## src/rtl/tulip_prog_pkg.sv

```systemverilog
// Shared types for the coefficient-programming initiator.
//   prog_state_t     : sequencer states
//   C_BEAT_CNT_WIDTH : width of the per-sequence beat counter
package tulip_prog_pkg;

   localparam int unsigned C_BEAT_CNT_WIDTH = 16;

   typedef enum logic [2:0] {
      IDLE,
      STREAM,
      WAIT_DONE,
      DONE,
      ERROR
   } prog_state_t;

endpackage

```

## src/rtl/sync_fwft_fifo.sv

```systemverilog
// Synchronous first-word-fall-through FIFO.
//   clk, reset                 : clock, synchronous active-high clear
//   din, din_valid, din_ready  : write side; din_ready = !full once out of reset
//   dout, dout_valid, dout_ready : read side; dout shows the head word, 0 when empty
//   level                      : current occupancy (0..2**DEPTH_LOG2)
module sync_fwft_fifo #(
   parameter int unsigned DWIDTH     = 24,
   parameter int unsigned DEPTH_LOG2 = 4
) (
   input  logic                  clk,
   input  logic                  reset,
   input  logic [DWIDTH-1:0]     din,
   input  logic                  din_valid,
   output logic                  din_ready,
   output logic [DWIDTH-1:0]     dout,
   output logic                  dout_valid,
   input  logic                  dout_ready,
   output logic [DEPTH_LOG2:0]   level
);

   localparam int unsigned DEPTH = 2 ** DEPTH_LOG2;
   localparam logic [DEPTH_LOG2-1:0] PTR_ONE = 1;
   localparam logic [DEPTH_LOG2:0]   LVL_ONE = 1;
   localparam logic [DEPTH_LOG2:0]   LVL_FULL = (DEPTH_LOG2+1)'(DEPTH);

   logic [DWIDTH-1:0]     mem [DEPTH];
   logic [DEPTH_LOG2-1:0] wr_ptr;
   logic [DEPTH_LOG2-1:0] rd_ptr;
   logic                  armed;
   logic                  full;
   logic                  empty;
   logic                  wr_en;
   logic                  rd_en;

   assign full       = (level == LVL_FULL);
   assign empty      = (level == '0);
   // armed keeps din_ready low while in reset and for the reset edge itself
   assign din_ready  = armed & !full;
   assign dout_valid = !empty;
   assign dout       = empty ? '0 : mem[rd_ptr];
   assign wr_en      = din_valid & din_ready;
   assign rd_en      = dout_valid & dout_ready;

   always_ff @(posedge clk) begin
      if (wr_en)
         mem[wr_ptr] <= din;
   end

   always_ff @(posedge clk) begin
      if (reset) begin
         armed  <= 1'b0;
         wr_ptr <= '0;
         rd_ptr <= '0;
         level  <= '0;
      end else begin
         armed <= 1'b1;
         if (wr_en)
            wr_ptr <= wr_ptr + PTR_ONE;
         if (rd_en)
            rd_ptr <= rd_ptr + PTR_ONE;
         case ({wr_en, rd_en})
            2'b10:   level <= level + LVL_ONE;
            2'b01:   level <= level - LVL_ONE;
            default: level <= level;
         endcase
      end
   end

endmodule

```

## src/rtl/coef_prog_streamer.sv

```systemverilog
// Coefficient-programming initiator: buffers control-plane words in a FIFO and,
// on start, streams G_NUM_COEFS of them to a consumer, then waits for its done flag.
//   clk, reset, enable           : clock, sync active-high reset, enable=0 also resets
//   start                        : one-cycle pulse, arms a sequence from IDLE/DONE/ERROR
//   wr_data, wr_valid, wr_ready  : control-plane write port into the FIFO
//   prog_dout, prog_dout_valid, prog_dout_ready : stream to the consumer
//   prog_done                    : consumer finished programming
//   busy, complete, error        : status (complete/error sticky until next start)
//   beat_count, fifo_level       : words accepted this sequence, FIFO occupancy
module coef_prog_streamer
   import tulip_prog_pkg::*;
#(
   parameter int unsigned G_DWIDTH          = 24,
   parameter int unsigned G_NUM_COEFS       = 129,
   parameter int unsigned G_FIFO_DEPTH_LOG2 = 4,
   parameter int unsigned G_DONE_TIMEOUT    = 1024
) (
   input  logic                          clk,
   input  logic                          reset,
   input  logic                          enable,
   input  logic                          start,
   input  logic [G_DWIDTH-1:0]           wr_data,
   input  logic                          wr_valid,
   output logic                          wr_ready,
   output logic [G_DWIDTH-1:0]           prog_dout,
   output logic                          prog_dout_valid,
   input  logic                          prog_dout_ready,
   input  logic                          prog_done,
   output logic                          busy,
   output logic                          complete,
   output logic                          error,
   output logic [C_BEAT_CNT_WIDTH-1:0]   beat_count,
   output logic [G_FIFO_DEPTH_LOG2:0]    fifo_level
);

   localparam int unsigned TW = $clog2(G_DONE_TIMEOUT + 1);
   localparam logic [C_BEAT_CNT_WIDTH-1:0] NUM      = C_BEAT_CNT_WIDTH'(G_NUM_COEFS);
   localparam logic [C_BEAT_CNT_WIDTH-1:0] BEAT_ONE = 1;
   localparam logic [TW-1:0]               TO_LAST  = TW'(G_DONE_TIMEOUT - 1);
   localparam logic [TW-1:0]               TO_ONE   = 1;

   prog_state_t   state;
   logic [TW-1:0] to_cnt;
   logic          srst;
   logic          beats_left;
   logic          stream_on;
   logic          fifo_valid;
   logic          xfer;

   assign srst       = reset | !enable;
   assign beats_left = (beat_count < NUM);
   assign stream_on  = (state == STREAM) & beats_left;
   assign prog_dout_valid = stream_on & fifo_valid;
   assign xfer       = prog_dout_valid & prog_dout_ready;
   assign busy       = (state == STREAM) | (state == WAIT_DONE);

   // The FIFO pops only when the consumer actually takes a beat.
   sync_fwft_fifo #(
      .DWIDTH     (G_DWIDTH),
      .DEPTH_LOG2 (G_FIFO_DEPTH_LOG2)
   ) u_fifo (
      .clk        (clk),
      .reset      (srst),
      .din        (wr_data),
      .din_valid  (wr_valid),
      .din_ready  (wr_ready),
      .dout       (prog_dout),
      .dout_valid (fifo_valid),
      .dout_ready (stream_on & prog_dout_ready),
      .level      (fifo_level)
   );

   always_ff @(posedge clk) begin
      if (srst) begin
         state      <= IDLE;
         beat_count <= '0;
         to_cnt     <= '0;
         complete   <= 1'b0;
         error      <= 1'b0;
      end else begin
         if (xfer)
            beat_count <= beat_count + BEAT_ONE;
         case (state)
            IDLE, DONE, ERROR: begin
               if (start) begin
                  state      <= STREAM;
                  beat_count <= '0;
                  to_cnt     <= '0;
                  complete   <= 1'b0;
                  error      <= 1'b0;
               end
            end
            STREAM: begin
               // done before all beats were sent means the consumer is out of step
               if (prog_done && beats_left) begin
                  state <= ERROR;
                  error <= 1'b1;
               end else if (!beats_left) begin
                  state  <= WAIT_DONE;
                  to_cnt <= '0;
               end
            end
            WAIT_DONE: begin
               // prog_done takes priority over an expiring timeout
               if (prog_done) begin
                  state    <= DONE;
                  complete <= 1'b1;
               end else if (to_cnt == TO_LAST) begin
                  state <= ERROR;
                  error <= 1'b1;
               end else begin
                  to_cnt <= to_cnt + TO_ONE;
               end
            end
            default: state <= IDLE;
         endcase
      end
   end

endmodule

```

## config.mk

```make
export PLATFORM = sky130hd
export DESIGN_NAME = coef_prog_streamer
export DESIGN_NICKNAME = d
export VERILOG_FILES = /design/src/rtl/tulip_prog_pkg.sv /design/src/rtl/sync_fwft_fifo.sv /design/src/rtl/coef_prog_streamer.sv
export SDC_FILE = /design/constraint.sdc
export NUM_CORES = 1
export LEC_CHECK = 0
export ABC_AREA = 1
export BUFFER_PORTS_ARGS = -buffer_cell sky130_fd_sc_hd__buf_4
export CORE_ASPECT_RATIO = 0.6
export CORE_MARGIN = 3
export CORE_UTILIZATION = 57
export CTS_CLUSTER_DIAMETER = 40
export DETAILED_ROUTE_END_ITERATION = 6
export HOLD_SLACK_MARGIN = 0.15
export PLACE_DENSITY_LB_ADDON = 0.2
export REMOVE_ABC_BUFFERS = 1
export SLEW_MARGIN = 20
export SYNTH_ARGS = -nofsm -noshare
export SYNTH_HDL_FRONTEND = slang
export SYNTH_SLANG_ARGS = --single-unit
```

## constraint.sdc

```tcl
create_clock -name clk -period 2.8 [get_ports clk]
set_input_delay 0.28 -clock clk [delete_from_list [all_inputs] [get_ports clk]]
set_output_delay 0.28 -clock clk [all_outputs]
set_load 0.01 [all_outputs]
```

* Word level (Yosys, flattened, before mapping) *
Memory sizes are Yosys's and may differ from the RTL's. A register that Yosys moved wholly into a read port is not among the register bits.
Cells that the tools add are included.

operators by class
  bitwise gates (word level) = 9
  multipliers = 0
  divide/modulo/power cells = 0
  order comparisons = 1
  add/subtract/negate cells = 6
  reductions and logical operators = 14
  shift operators = 0
  equal/unequal tests = 18
  multiplexer cells = 29

operators by type and width
  kind                                                                            number
  11-bit 2-to-1 mux                                                               5
  16-bit 2-to-1 mux                                                               3
  11-bit case mux with 3 select lines                                             1
  24-bit 2-to-1 mux                                                               1
  16-bit by 1-bit adder with 16-bit output (second input constant)                1
  16-bit by 8-bit less-than comparator with 1-bit output (second input constant)  1
  3-bit 2-to-1 mux                                                                5
  2-bit != test (second input constant)                                           6
  11-bit by 1-bit adder with 11-bit output (second input constant)                1
  11-bit by 10-bit equality test with 1-bit output (second input constant)        1
  5-bit case mux with 2 select lines                                              1
  3-bit case mux with 3 select lines                                              1
  4-bit by 1-bit adder with 4-bit output (second input constant)                  2
  1-bit 2-to-1 mux                                                                8
  4-bit 2-to-1 mux                                                                2
  1-bit bitwise AND                                                               7
  3-bit by 2-bit equality test with 1-bit output (second input constant)          2
  3-bit by 2-bit != test with 1-bit output (second input constant)                2
  3-bit AND reduction                                                             2
  6-bit AND reduction                                                             1
  5-bit by 1-bit adder with 5-bit output (second input constant)                  1
  5-bit equality test (second input constant)                                     1
  5-bit logical NOT                                                               1
  5-bit AND reduction                                                             1
  15 further kinds                                                                20

word-level totals
  latch bits = 0
  ROM bits = 0
  memories = 1
  register bits = 46
  memory bits (writable) = 384
  logic and storage cells = 87
  output and inout port bits = 50
  input bits = 31

memory list
  name        words  width  read ports  clocked after memory_dff  write ports  RTL line              source
  u_fifo.mem  16     24     1           1                         1            sync_fwft_fifo.sv:26  logic [DWIDTH-1:0] mem [DEPTH];

* Depth between registers and ports, before layout *
Gate-level depths: netlist of run 1.

  word-level depth = 7
  gate-level depth with buffers = 20
  depth with buffers taken out = 19

* Hierarchy *
From an unflattened synthesis of run 1, not the netlist that was laid out.

second synthesis, totals
  cells, all modules = 1,658
  area, all modules = 18,043.6 sq um

modules (own cells, without submodules)
  module              area an instance (sq um)  cells an instance  seq. area each (sq um)  times used
  sync_fwft_fifo      16,343.2                  1,407              11,891.4                1
  coef_prog_streamer  1,700.4                   251                640.6                   1

* Least setup slack after synthesis of run 1 *
OpenSTA, ideal clock, no wires.

  path type = register to register
  start point = reg u_fifo.level[1]
  end point = mem u_fifo.mem[11][0], enable pin
  clock period less this slack = 2.610 ns
  required time = 2.395 ns
  setup time = 0.405 ns
  buffers on the path = 0
  setup slack = 0.190 ns
  stages on the path, launching flop included = 9
  arrival time = 2.205 ns
  path through = dfxtp_1 > nor2_1 > nand3_1 > nand2_1 > inv_1 > nand2_1 > inv_1 > nand2_1 > nor2_1

between the ends
  word-level cells in the longest chain between the ends = 6

ends and longest elaborated chain
  what                                    RTL line                  source
  start: declaration                      sync_fwft_fifo.sv:18      output logic [DEPTH_LOG2:0] level
  start signal: assignment                sync_fwft_fifo.sv:62      2'b10: level <= level + LVL_ONE;
  start signal: assignment                sync_fwft_fifo.sv:63      2'b01: level <= level - LVL_ONE;
  start signal: assignment                sync_fwft_fifo.sv:64      default: level <= level;
  5-bit equality test                     sync_fwft_fifo.sv:35      assign full = (level == LVL_FULL);
  1-bit logical NOT                       sync_fwft_fifo.sv:38      assign din_ready = armed & !full;
  1-bit bitwise AND                       sync_fwft_fifo.sv:38
  net wr_ready                            coef_prog_streamer.sv:24  output logic wr_ready,
  1-bit bitwise AND                       sync_fwft_fifo.sv:41      assign wr_en = din_valid & din_ready;
  1-bit 2-to-1 mux                        sync_fwft_fifo.sv:45      if (wr_en)
  1-bit 2-to-1 mux (not written as such)  sync_fwft_fifo.sv:46      mem[wr_ptr] <= din;
  end: declaration                        sync_fwft_fifo.sv:26

The timed path passes the listed nets, and every way through them passes these cells.

==> summary.md, run 1 <==
| Metric | Value |
|---|---|
| Outcome | complete, no violations |
| Row count | 48 |
| Ys async rst share | 0% |
| Synth warn | 0 |
| Switching part of the total | between 15 and 20% |
| Overall global routing resource usage | around 25% |
| Initial core utilization | 58.86% |
| Post-synthesis cell count | 1388 |
| CTS Buffer Depth | 3 |
| Avg WL per Cell | between 20 and 25 um |
| First-pass GRT wire length | approximately 64 mm |
| Vias/cell | about 6.0 |
| RSZ-0062 raised after global routing | yes |
| Relative slew slack | 68.27% |
| Share of cells above drive strength 1 | 14.78% |
| Count of cell types in the netlist | 39 |
| Met1 Wirelength | 18.42 mm |
| P_leak | roughly 6.9 nW |
| Pwr Density | 627.7 nW/um^2 |
| Final Hold Fails | 0 |
| Post-DP HPWL | around 23 mm |
| Post-Route Utilization | between 60% and 70% |
| Clk pwr share | between 40% and 50% |
| Top delay family on crit path | compound AO/OA/AOI/OAI gates |
| Chip Height | between 100 and 150 um |
| Worst Setup Start Kind | flop |
| Die area | 32390 sq um |
| Clock root buffer master | clkbuf_16 |
| Internal | about 10 mW |
| MaxCap Viol Count | 0 |
| Core ar. | 29250 sq um |
| Final Setup Violations | 0 |
| Worst Tran Pin Value | about 480 ps |
| # DRC | 0 |
| CTS sink count | 434 |
| Cell Chain, Critical Path | inv_4 -> buf_16 -> o21ai_0 -> o22ai_1 -> nor2_1 -> nor2_1 -> o21ai_0 -> a21oi_1 -> buf_4 |
| Hold Path Class | input pin to flop |
| Reg power frac | about 56% |
| FILL cells | approximately 2000 |
| Number of flops mapped to enable cells by yosys | approximately 380 |
| Cell Area, Synth | 17210 sq um |
| Drt pass-1 iters | 6 |
| Die Span X | approximately 230 um |
| Nets@finish | approximately 1500 |
| Initial antenna violation count | 0 |
| Count of state elements after synthesis | 434 |
| Met3 wire length | between 3 and 4 mm |
| Psw | 2.509 mW |
| Initial DRC count | between 1000 and 1500 |
| Sequential fraction of the synthesis area | roughly 73% |
| Largest net degree at the start of global routing | just under 100 |
| Max Used Layer | met4 |
| Worst-path maximum fanout | 36 |
| Post-layout worst setup margin | 190.8 ps |
| ANT cells | 0 |
| Port bufs | 80 |
| Total power | between 10 and 15 mW |
| Fmax | between 300 and 400 MHz |
| GRT overflow | 0 |
| GPL Wtd Cong | 0.7868 |
| DR vias | 11570 |
| Crit path time final | 2609 ps |
| Worst-Skew Late Latency | ~540 ps |
| CP arrival | roughly 2300 ps |
| CP bufs+invs | 3 |
| CTS tree | yes |
| Critical path required time | around 2500 ps |
| I/O Pins | 81 |
| CP max stage cell | dfxtp_4 |
| CTS Buf Count | 41 |
| Synth Flop Type | edfxtp_1 |
| Final Slew Violations | 0 |
| Number of global-route vias before repair | ~11000 |
| Largest stage delay on the critical path | 390 ps |
| Peak supply drop | between 0.4 and 0.5 mV |
| Crit end category | output pin |
| Period utilisation layout | between 90% and 100% |
| Post-Route WL | between 40 and 50 mm |
| Pre-CTS WS | about 350 ps |
| Worst-path clk slew | 60 ps |
| H-Tree Depth | 2 |
| WS Path Type | flop to output pin |
| Comb power frac | between 2 and 3% |
| P&R area growth vs syn | 17.41% |
| Worst Skew | approximately 19 ps |
| Syn Area/Cell | 12.40 sq um |
| DR WL met2 | approximately 19 mm |
| Antenna Nets Post-Route | 0 |
==> Yosys cell counts (all sizes together), types with 2 or more instances <==
| cell type | number | area [sq um] |
|---|---|---|
| a211oi | 2 | 15.01 |
| a21oi | 51 | 262.8 |
| buf | 9 | 55.05 |
| clkbuf | 73 | 274.0 |
| dfxtp | 50 | 1001 |
| edfxtp | 384 | 11530 |
| ha | 11 | 137.6 |
| inv | 58 | 217.7 |
| nand2 | 59 | 226.5 |
| nand3 | 46 | 240.2 |
| nand4 | 4 | 31.28 |
| nor2 | 293 | 1115 |
| nor3 | 13 | 80.08 |
| o21a | 2 | 15.01 |
| o21ai | 221 | 1110 |
| o221ai | 66 | 578.1 |
| o22ai | 30 | 187.7 |
| or2 | 2 | 12.52 |
| xnor2 | 3 | 26.28 |
| xor2 | 5 | 43.79 |
==> layer usage <==
layer | vias to the layer above | GRT usage [%]
met5 | - | 0
met1 | 5610 | 39.63
met4 | 0 | 5.996
met2 | 574 | 37.51
li1 | 5327 | -
met3 | 63 | 4.746
==> cell type report <==
cell class                 instances  area [sq um]  share of cell area [%]
tap                              400         500.5                   2.476
multi-input combinational        814          4255                   21.05
sequential                       434         12540                   62.05
inverter                          58         222.7                   1.102
timing repair buffer             154          1431                   7.082
clock inverter                    17         182.7                  0.9039
clock buffer                      52          1077                   5.330
==> worst paths after layout <==
path         slack [ps]                      from                            to  cells after the start
min reg2reg         450    to_cnt[4]$_SDFFE_PN0P_        to_cnt[4]$_SDFFE_PN0P_                      2
min                 170                    enable          u_fifo.armed$_DFF_P_                      4
max                 190                      flop                  prog_dout[1]                      9
max reg2reg         340  beat_count[1]$_SDFF_PN0_  u_fifo.level[4]$_SDFFE_PN0P_                     19
==> worst reg2reg max path, cell delays in order (launching register included) <==
cell,delay [ps]
dfxtp_1,350
inv_1,90
ha_1,140
inv_1,40
nor2_1,70
nand3_1,70
nand2_1,180
nand4_1,150
nor2_2,140
ha_1,280
xor2_1,220
ha_1,170
inv_1,40
nand2_2,70
nand2_1,70
nand2_1,70
nand2_1,50
nand2_1,50
nand2_1,50
a21oi_1,110
==> power groups by stage <==
stage          sequential, mW  combinational (mW)  clock (mW)
6_report                 7.06               0.332        5.29
4_1_cts                  7.06               0.331        5.36
5_1_grt                  7.06               0.365        5.67
3_5_place_dp             7.20               0.302           0
2_1_floorplan            7.21               0.107           0
3_3_place_gp             7.20               0.296           0
==> timing repair <==
action	CTS	global route
hold buffers	25	0
gates resized for setup	0	6
buffers inserted	0	0
setup endpoints to repair	0	10
hold endpoints to repair	385	0
==> flip-flops by register name, summed over array words and instances, names as in the netlist, 3 cells and up, named ones only <==
signal and count:
u_fifo.rd_ptr 4, u_fifo.level 5, to_cnt 11, u_fifo.mem 384, u_fifo.wr_ptr 4, beat_count 16, state 3
==> metrics by stage <==
stage / instances / hold WS [ps] / TNS (ps) / instance area [sq um]
detailed placement: 1832 / 434.1 / 0 / 18600
CTS: 1926 / 154.3 / 0 / 20110
global placement: 1832 / 429.5 / 0 / 18600
global route: 1929 / 174.1 / -5.689 / 20210
finish: 1929 / 171.6 / 0 / 20210
floorplan: 1306 / 378.9 / -114310 / 16880
==> logic make-up after synthesis <==
kind of cell               after synthesis  share of synthesized area, %
buffers and inverters                  140                         3.176
adders and majority gates               11                        0.7995
DFF                                    434                         72.80
AOI/OAI and AO/OA                      373                         12.63
and+or+nand+nor                        422                         10.18
xor gates and xnor gates                 8                        0.4071
==> layout by cell type, fill, tap and decap left out, types with 2 or more instances in the layout <==
master / count
edfxtp_1: 384
nor2_1: 273
o21ai_0: 212
buf_4: 115
o221ai_1: 66
nand2_1: 57
inv_1: 52
a21oi_1: 49
dfxtp_1: 47
nand3_1: 44
clkbuf_16: 44
o22ai_1: 30
dlygate4sd3_1: 25
nor2_4: 17
ha_1: 11
nor3_1: 10
clkbuf_1: 10
o21ai_1: 8
buf_12: 8
xor2_1: 5
clkinv_1: 5
clkinv_2: 5
inv_2: 4
nor2_2: 3
nand4_1: 3
xnor2_1: 3
nor3_2: 3
bufinv_16: 3
buf_16: 3
a21oi_2: 2
nand3_2: 2
nand2_2: 2
o21a_1: 2
a211oi_1: 2
inv_4: 2
dfxtp_4: 2
clkinv_8: 2
No activity file was read; power rests on OpenSTA's default activity.
==> inputs of run 2 (changes only) <==
--- a/config.mk
+++ b/config.mk
@@ -9,7 +9,7 @@
 export BUFFER_PORTS_ARGS = -buffer_cell sky130_fd_sc_hd__buf_4
 export CORE_ASPECT_RATIO = 0.6
 export CORE_MARGIN = 3
-export CORE_UTILIZATION = 57
+export CORE_UTILIZATION = 38
 export CTS_CLUSTER_DIAMETER = 40
 export DETAILED_ROUTE_END_ITERATION = 6
 export HOLD_SLACK_MARGIN = 0.15
==> run 2 against run 1 <==
Non-clock buffer count is 12 higher. Setup slack worse by 77 ps. First-iteration DRC count is 18% lower. Sequential share of layout area is 2.0 points lower. Critical path depth is 2 lower. Global-route usage is 6.1 points lower. Sequential power hardly changed. Wire length is 10% higher. Core utilization is 22 points lower. Final cell count is 11% higher.
==> summary.md, run 2 (synthesis gave the netlist of run 1 again) <==
| Metric | Value |
|---|---|
| Outcome | complete, no violations |
| Clock root buffer master | clkbuf_16 |
| Worst hold path stage count | 3 (-1) |
| Worst-Skew Late Latency | 560 ps (+20 ps) |
| Share of cells above drive strength 1 | 16.22% (+1.4 points) |
| Top cell by count, worst path | buf_4 |
| Post-Route WL | 46.05 mm (+10%) |
| Vias/cell | 5.399 (-10%) |
| Number of global-route vias before repair | 11190 (+2.5%) |
| # DRC | 0 (unchanged) |
| Layout Cells excl Fill | 2133 (+11%) |
| CP bufs+invs | 3 (unchanged) |
| Chip Height | 170.9 um (+22%) |
| Port bufs | 80 (unchanged) |
| Relative slew slack | 48.04% (-20 points) |
| Peak supply drop | 0.4248 mV (-5.5%) |
| Initial DRC count | 1191 (-18%) |
| Top delay family on crit path | buffers and inverters |
| Register area | 12540 sq um (about the same) |
| Post-DP HPWL | 26.03 mm (+12%) |
| Most frequent cells in the layout | edfxtp_1, nor2_1, o21ai_0, buf_4, o221ai_1 |
| Worst-path maximum fanout | 14 (-61%) |
| Initial core utilization | 39.13% (-20 points) |
| Cell Area, Placed | 18950 sq um (+1.9%) |
| Number of flip-flops in the largest register | 384 (unchanged) |
| Multi-input gate area | 4259 sq um (about the same) |
| Period utilisation layout | 95.94% (+2.8 points) |
| MaxCap Viol Count | 0 (unchanged) |
| Commonest non-fill, non-tap cell in the layout | edfxtp_1 |
| CTS sink count | 434 (unchanged) |
| CTS tree | yes |
| P_leak | 7.115 nW (+2.9%) |
| Largest register by flop count | u_fifo.mem |
| CP max stage cell | dfxtp_4 |
| DR vias | 11520 (-0.49%) |
| CTS Buf Count | 45 (+9.8%) |
| Reg2reg path depth | 19 (unchanged) |
| Pwr Density | 655.5 nW/um^2 (+4.4%) |
| Worst-path clk slew | 60 ps (about the same) |
| First-pass GRT wire length | 70.47 mm (+10%) |
| WS Path Type | flop to output pin |
| Antenna Nets Post-Route | 0 (unchanged) |
| Worst Skew | 15.61 ps (-3.279 ps) |
| Hold Path Class | input pin to flop |
| Core ar. | 44000 sq um (+50%) |
| Total power | 13.69 mW (+7.9%) |
| Final Setup Violations | 0 (unchanged) |
| Worst Tran Pin Value | 779.4 ps (+303.9 ps) |
| Fmax | 372.3 MHz (-2.9%) |
| Die Span X | 280.8 um (+22%) |
| Overall global routing resource usage | 19.27% (-6.1 points) |
| Critical path required time | 2520 ps (about the same) |
| P&R area growth vs syn | 21.36% |
| Cell Chain, Critical Path | buf_4 -> buf_4 -> o21ai_0 -> o221ai_1 -> nand3_1 -> a21oi_1 -> buf_4 |
| Row count | 59 (+23%) |
| Design Area, Final | 20890 sq um (+3.4%) |
| H-Tree Depth | 2 (unchanged) |
| CP arrival | 2410 ps (+80 ps) |
| Nets@finish | 1562 (+1.1%) |
| Die area | 47970 sq um (+48%) |
| Initial antenna violation count | 1 (+1) |
| ANT cells | 0 (unchanged) |
| GPL Wtd Cong | 0.7699 (-2.1%) |
| GRT overflow | 0 (unchanged) |
| RSZ-0062 raised after global routing | yes |
| FILL cells | 3915 (+92%) |
| Largest stage delay on the critical path | 480 ps (+90 ps) |
| Placed cell count | 2020 (+10%) |
| Drt pass-1 iters | 5 (-1) |
| Largest registers | u_fifo.mem: 384 flops, beat_count: 16 flops, to_cnt: 11 flops |
| Largest net degree at the start of global routing | 50 (-48%) |
| I/O Pins | 81 (unchanged) |
| Crit end category | output pin |
| WP depth | 7 (-2) |
| Worst Setup Start Kind | flop |
| CTS Buffer Depth | 3 (unchanged) |
| Crit path time final | 2686 ps (+77.04 ps) |
| Final Slew Violations | 0 (unchanged) |
| Final Hold Fails | 0 (unchanged) |
| Avg WL per Cell | 21.59 um (-0.30%) |
[run 2: area by class of cell]
class	count	share of cell area, %
sequential	434	60.02
multi-input combinational	814	20.39
timing repair buffer	166	7.546
clock buffer	52	5.720
tap	579	3.468
clock inverter	29	1.713
inverter	58	1.108
timing repair inverter	1	0.04192
[run 2: final timing paths]
kind / to / slack (ps) / from
setup / recovery: prog_dout[15] / 110 / flop
hold / removal: u_fifo.wr_ptr[0]$_SDFFE_PN0P_ / 230 / wr_valid
setup reg to reg: u_fifo.level[4]$_SDFFE_PN0P_ / 340 / beat_count[1]$_SDFF_PN0_
hold reg to reg: beat_count[8]$_SDFF_PN0_ / 450 / beat_count[8]$_SDFF_PN0_
[run 2: through the flow]
step	util [%]	setup TNS, ps	setup slack [ps]	hold WS, ps
floorplan	-	-114310	-4792	378.9
global placement	43.08	0	381.3	429.2
detailed placement	43.08	0	367.5	437.9
CTS	47.36	0	17.32	209.9
global route	47.48	-3.745	-3.745	260.4
finish	47.48	0	113.8	231.4
[run 2: routing by layer]
metal	wire [um]	GRT usage [%]	vias up	share of wire [%]
met1	22350	29.15	5730	49
li1	-	-	5362	-
met4	644	3.742	2	1.4
met2	20230	28.98	364	44
met5	7	0	-	0.015
met3	2817	3.846	59	6.1
[run 2: where the power goes]
part	internal (mW)	leakage, nW	switching [mW]
Clock	3.73	0.745	2.56
Sequential	7.05	3.86	0.00877
Combinational	0.120	2.51	0.223
[run 2: repair_timing]
action	CTS	global route
gates resized for setup	5	10
endpoints found under the hold margin	390	0
cloned	1	1
setup endpoints to repair	14	15
hold buffers	27	0
setup buffers	1	2
[run 2: worst register-to-register path, stage by stage (launching register included)]
cell and delay (ps):
dfxtp_1 340, inv_1 90, ha_1 140, inv_1 40
nor2_1 80, nand3_1 100, nand2_1 130, nand4_1 140
nor2_2 140, ha_1 290, xor2_1 230, ha_1 180
inv_1 40, nand2_2 70, nand2_1 60, nand2_1 70
nand2_1 40, nand2_1 50, nand2_1 50, a21oi_1 110
==> inputs of run 3 (changes only) <==
--- a/config.mk
+++ b/config.mk
@@ -13,6 +13,7 @@
 export CTS_CLUSTER_DIAMETER = 40
 export DETAILED_ROUTE_END_ITERATION = 6
 export HOLD_SLACK_MARGIN = 0.15
+export MAX_ROUTING_LAYER = met4
 export PLACE_DENSITY_LB_ADDON = 0.2
 export REMOVE_ABC_BUFFERS = 1
 export SLEW_MARGIN = 20
==> run 3 against run 2 <==
Sequential power is essentially flat. Register-to-register slack about the same. Flip-flop and latch count unchanged. Via count grew 0.53%. Clock skew down 1.8 ps. Sequential share of layout area about the same. Combinational power about the same. Global-route usage increased by 0.61 points. Die area is the same. Worst hold slack gained 4.6 ps. Clock power hardly changed. Wire length is essentially flat.
==> summary.md, run 3 (synthesis gave the netlist of run 1 again) <==
| Metric | Value |
|---|---|
| I/O Pins | 81 (unchanged) |
| CTS sink count | 434 (unchanged) |
| Critical path required time | 2520 ps (about the same) |
| Final Setup Violations | 0 (unchanged) |
| First-pass GRT wire length | 70.50 mm (about the same) |
| Crit end category | output pin |
| Vias/cell | 5.425 (+0.48%) |
| Row count | 59 (unchanged) |
| CTS Buffer Depth | 3 (unchanged) |
| Worst Skew | 13.84 ps (-1.773 ps) |
| Most frequent cells in the layout | edfxtp_1, nor2_1, o21ai_0, buf_4, o221ai_1 |
| Final Hold Fails | 0 (unchanged) |
| Initial DRC count | 1120 (-6.0%) |
| Avg WL per Cell | 21.60 um (about the same) |
| Number of flip-flops in the largest register | 384 (unchanged) |
| Final Slew Violations | 0 (unchanged) |
| Relative slew slack | 48.13% (+0.090 points) |
| Largest register by flop count | u_fifo.mem |
| Largest registers | u_fifo.mem: 384 flops, beat_count: 16 flops, to_cnt: 11 flops |
| FILL cells | 3915 (unchanged) |
| CTS tree | yes |
| DR vias | 11580 (+0.53%) |
| MaxCap Viol Count | 0 (unchanged) |
| Nets@finish | 1562 (unchanged) |
| Number of global-route vias before repair | 11180 (-0.089%) |
| Share of cells above drive strength 1 | 16.22% (unchanged) |
| Post-Route Utilization | 47.49% (about the same) |
| CP arrival | 2400 ps (about the same) |
| Peak supply drop | 0.4213 mV (-0.82%) |
| Die area | 47970 sq um (unchanged) |
| P&R area growth vs syn | 21.38% (about the same) |
| RSZ-0062 raised after global routing | yes |
| Initial core utilization | 39.13% (unchanged) |
| Total power | 13.69 mW (about the same) |
| Fmax | 373.2 MHz (+0.26%) |
| Initial antenna violation count | 1 (unchanged) |
| Pwr Density | 655.4 nW/um^2 (about the same) |
| Largest net degree at the start of global routing | 50 (unchanged) |
| Clock root buffer master | clkbuf_16 |
| Overall global routing resource usage | 19.89% (+0.61 points) |
| Antenna Nets Post-Route | 0 (unchanged) |
| Post-DP HPWL | 26.03 mm (unchanged) |
| Crit path time final | 2679 ps (-6.993 ps) |
| H-Tree Depth | 2 (unchanged) |
| Worst-path clk slew | 60 ps (about the same) |
| Post-Route WL | 46.09 mm (about the same) |
| Hold Path Class | input pin to flop |
| Worst Setup Start Kind | flop |
| Drt pass-1 iters | 5 (unchanged) |
| Worst-Skew Late Latency | 560 ps (about the same) |
| P_leak | 7.115 nW (unchanged) |
| Die Span X | 280.8 um (unchanged) |
| Worst-path maximum fanout | 14 (unchanged) |
| Setup TNS | 0 ps (unchanged) |
| # DRC | 0 (unchanged) |
| Outcome | complete, no violations |
| WS Path Type | flop to output pin |
| Hold WS | 235.9 ps (+4.579 ps) |
| Period utilisation layout | 95.69% (-0.25 points) |
| Chip Height | 170.9 um (unchanged) |
| Core ar. | 44000 sq um (unchanged) |
| CTS Buf Count | 45 (unchanged) |
| Commonest non-fill, non-tap cell in the layout | edfxtp_1 |
| GPL Wtd Cong | 0.7802 (+1.3%) |
| Worst Tran Pin Value | 778.0 ps (-1.357 ps) |
| Port bufs | 80 (unchanged) |
| GRT overflow | 0 (unchanged) |
==> run 3: cell count changes in the layout (fill, tap and decap cells not counted) <==
cell,before,now
diode_2,0,1
==> run 3: critical path: stages (launching register included) <==
cell      delay, ps
dfxtp_4         480
buf_4           230
buf_4           210
o21ai_0         110
o221ai_1        290
nand3_1         150
a21oi_1         210
buf_4           160
==> run 3: routing by layer <==
| metal | track usage (%) | wire (um) | vias to the layer above |
|---|---|---|---|
| met5 | - | 0 | - |
| met4 | 3.742 | 623 | 0 |
| met3 | 3.833 | 3055 | 55 |
| met2 | 28.93 | 20140 | 372 |
| met1 | 29.22 | 22260 | 5790 |
| li1 | - | - | 5361 |
==> run 3: path summary, 6_finish.rpt <==
path | end | cells past startpoint | from | slack, ps
hold reg to reg | beat_count[12]$_SDFF_PN0_ | 2 | beat_count[12]$_SDFF_PN0_ | 450
setup / recovery | prog_dout[15] | 7 | flop | 120
hold / removal | u_fifo.wr_ptr[0]$_SDFFE_PN0P_ | 3 | wr_valid | 240
setup reg to reg | u_fifo.level[4]$_SDFFE_PN0P_ | 19 | beat_count[1]$_SDFF_PN0_ | 340
==> run 3: timing repair <==
item / CTS / global route
hold endpoints to repair: 390 / 0
hold buffers: 27 / 0
gates resized for setup: 5 / 10
cloned: 1 / 1
endpoints found under the setup margin: 14 / 15
setup buffers: 1 / 2
==> run 3: cell type report <==
cell class / instances / area, sq um / share of cell area [%]
repair buffers: 166 / 1577 / 7.545
inverters: 58 / 231.5 / 1.108
repair inverters: 1 / 8.758 / 0.04192
flip-flops and latches: 434 / 12540 / 60.01
multi-input cells: 814 / 4259 / 20.38
diodes: 1 / 2.502 / 0.01198
clock buffers: 52 / 1195 / 5.719
clock inverters: 29 / 357.8 / 1.713
well taps: 579 / 724.4 / 3.467
==> run 3: through the flow <==
stage | area (sq um) | setup WS (ps) | instances
5_1_grt | 20890 | -3.745 | 2134
3_3_place_gp | 18950 | 381.3 | 2020
2_1_floorplan | 16880 | -4792 | 1306
3_5_place_dp | 18950 | 367.5 | 2020
6_report | 20890 | 120.8 | 2134
4_1_cts | 20840 | 17.32 | 2130
==> run 3: report_power, final <==
| part | total [mW] | switching [mW] | internal, mW |
|---|---|---|---|
| Combinational | 0.344 | 0.223 | 0.120 |
| Clock | 6.29 | 2.56 | 3.73 |
| Sequential | 7.06 | 0.00872 | 7.05 |
| Total | 13.7 | 2.79 | 10.9 |
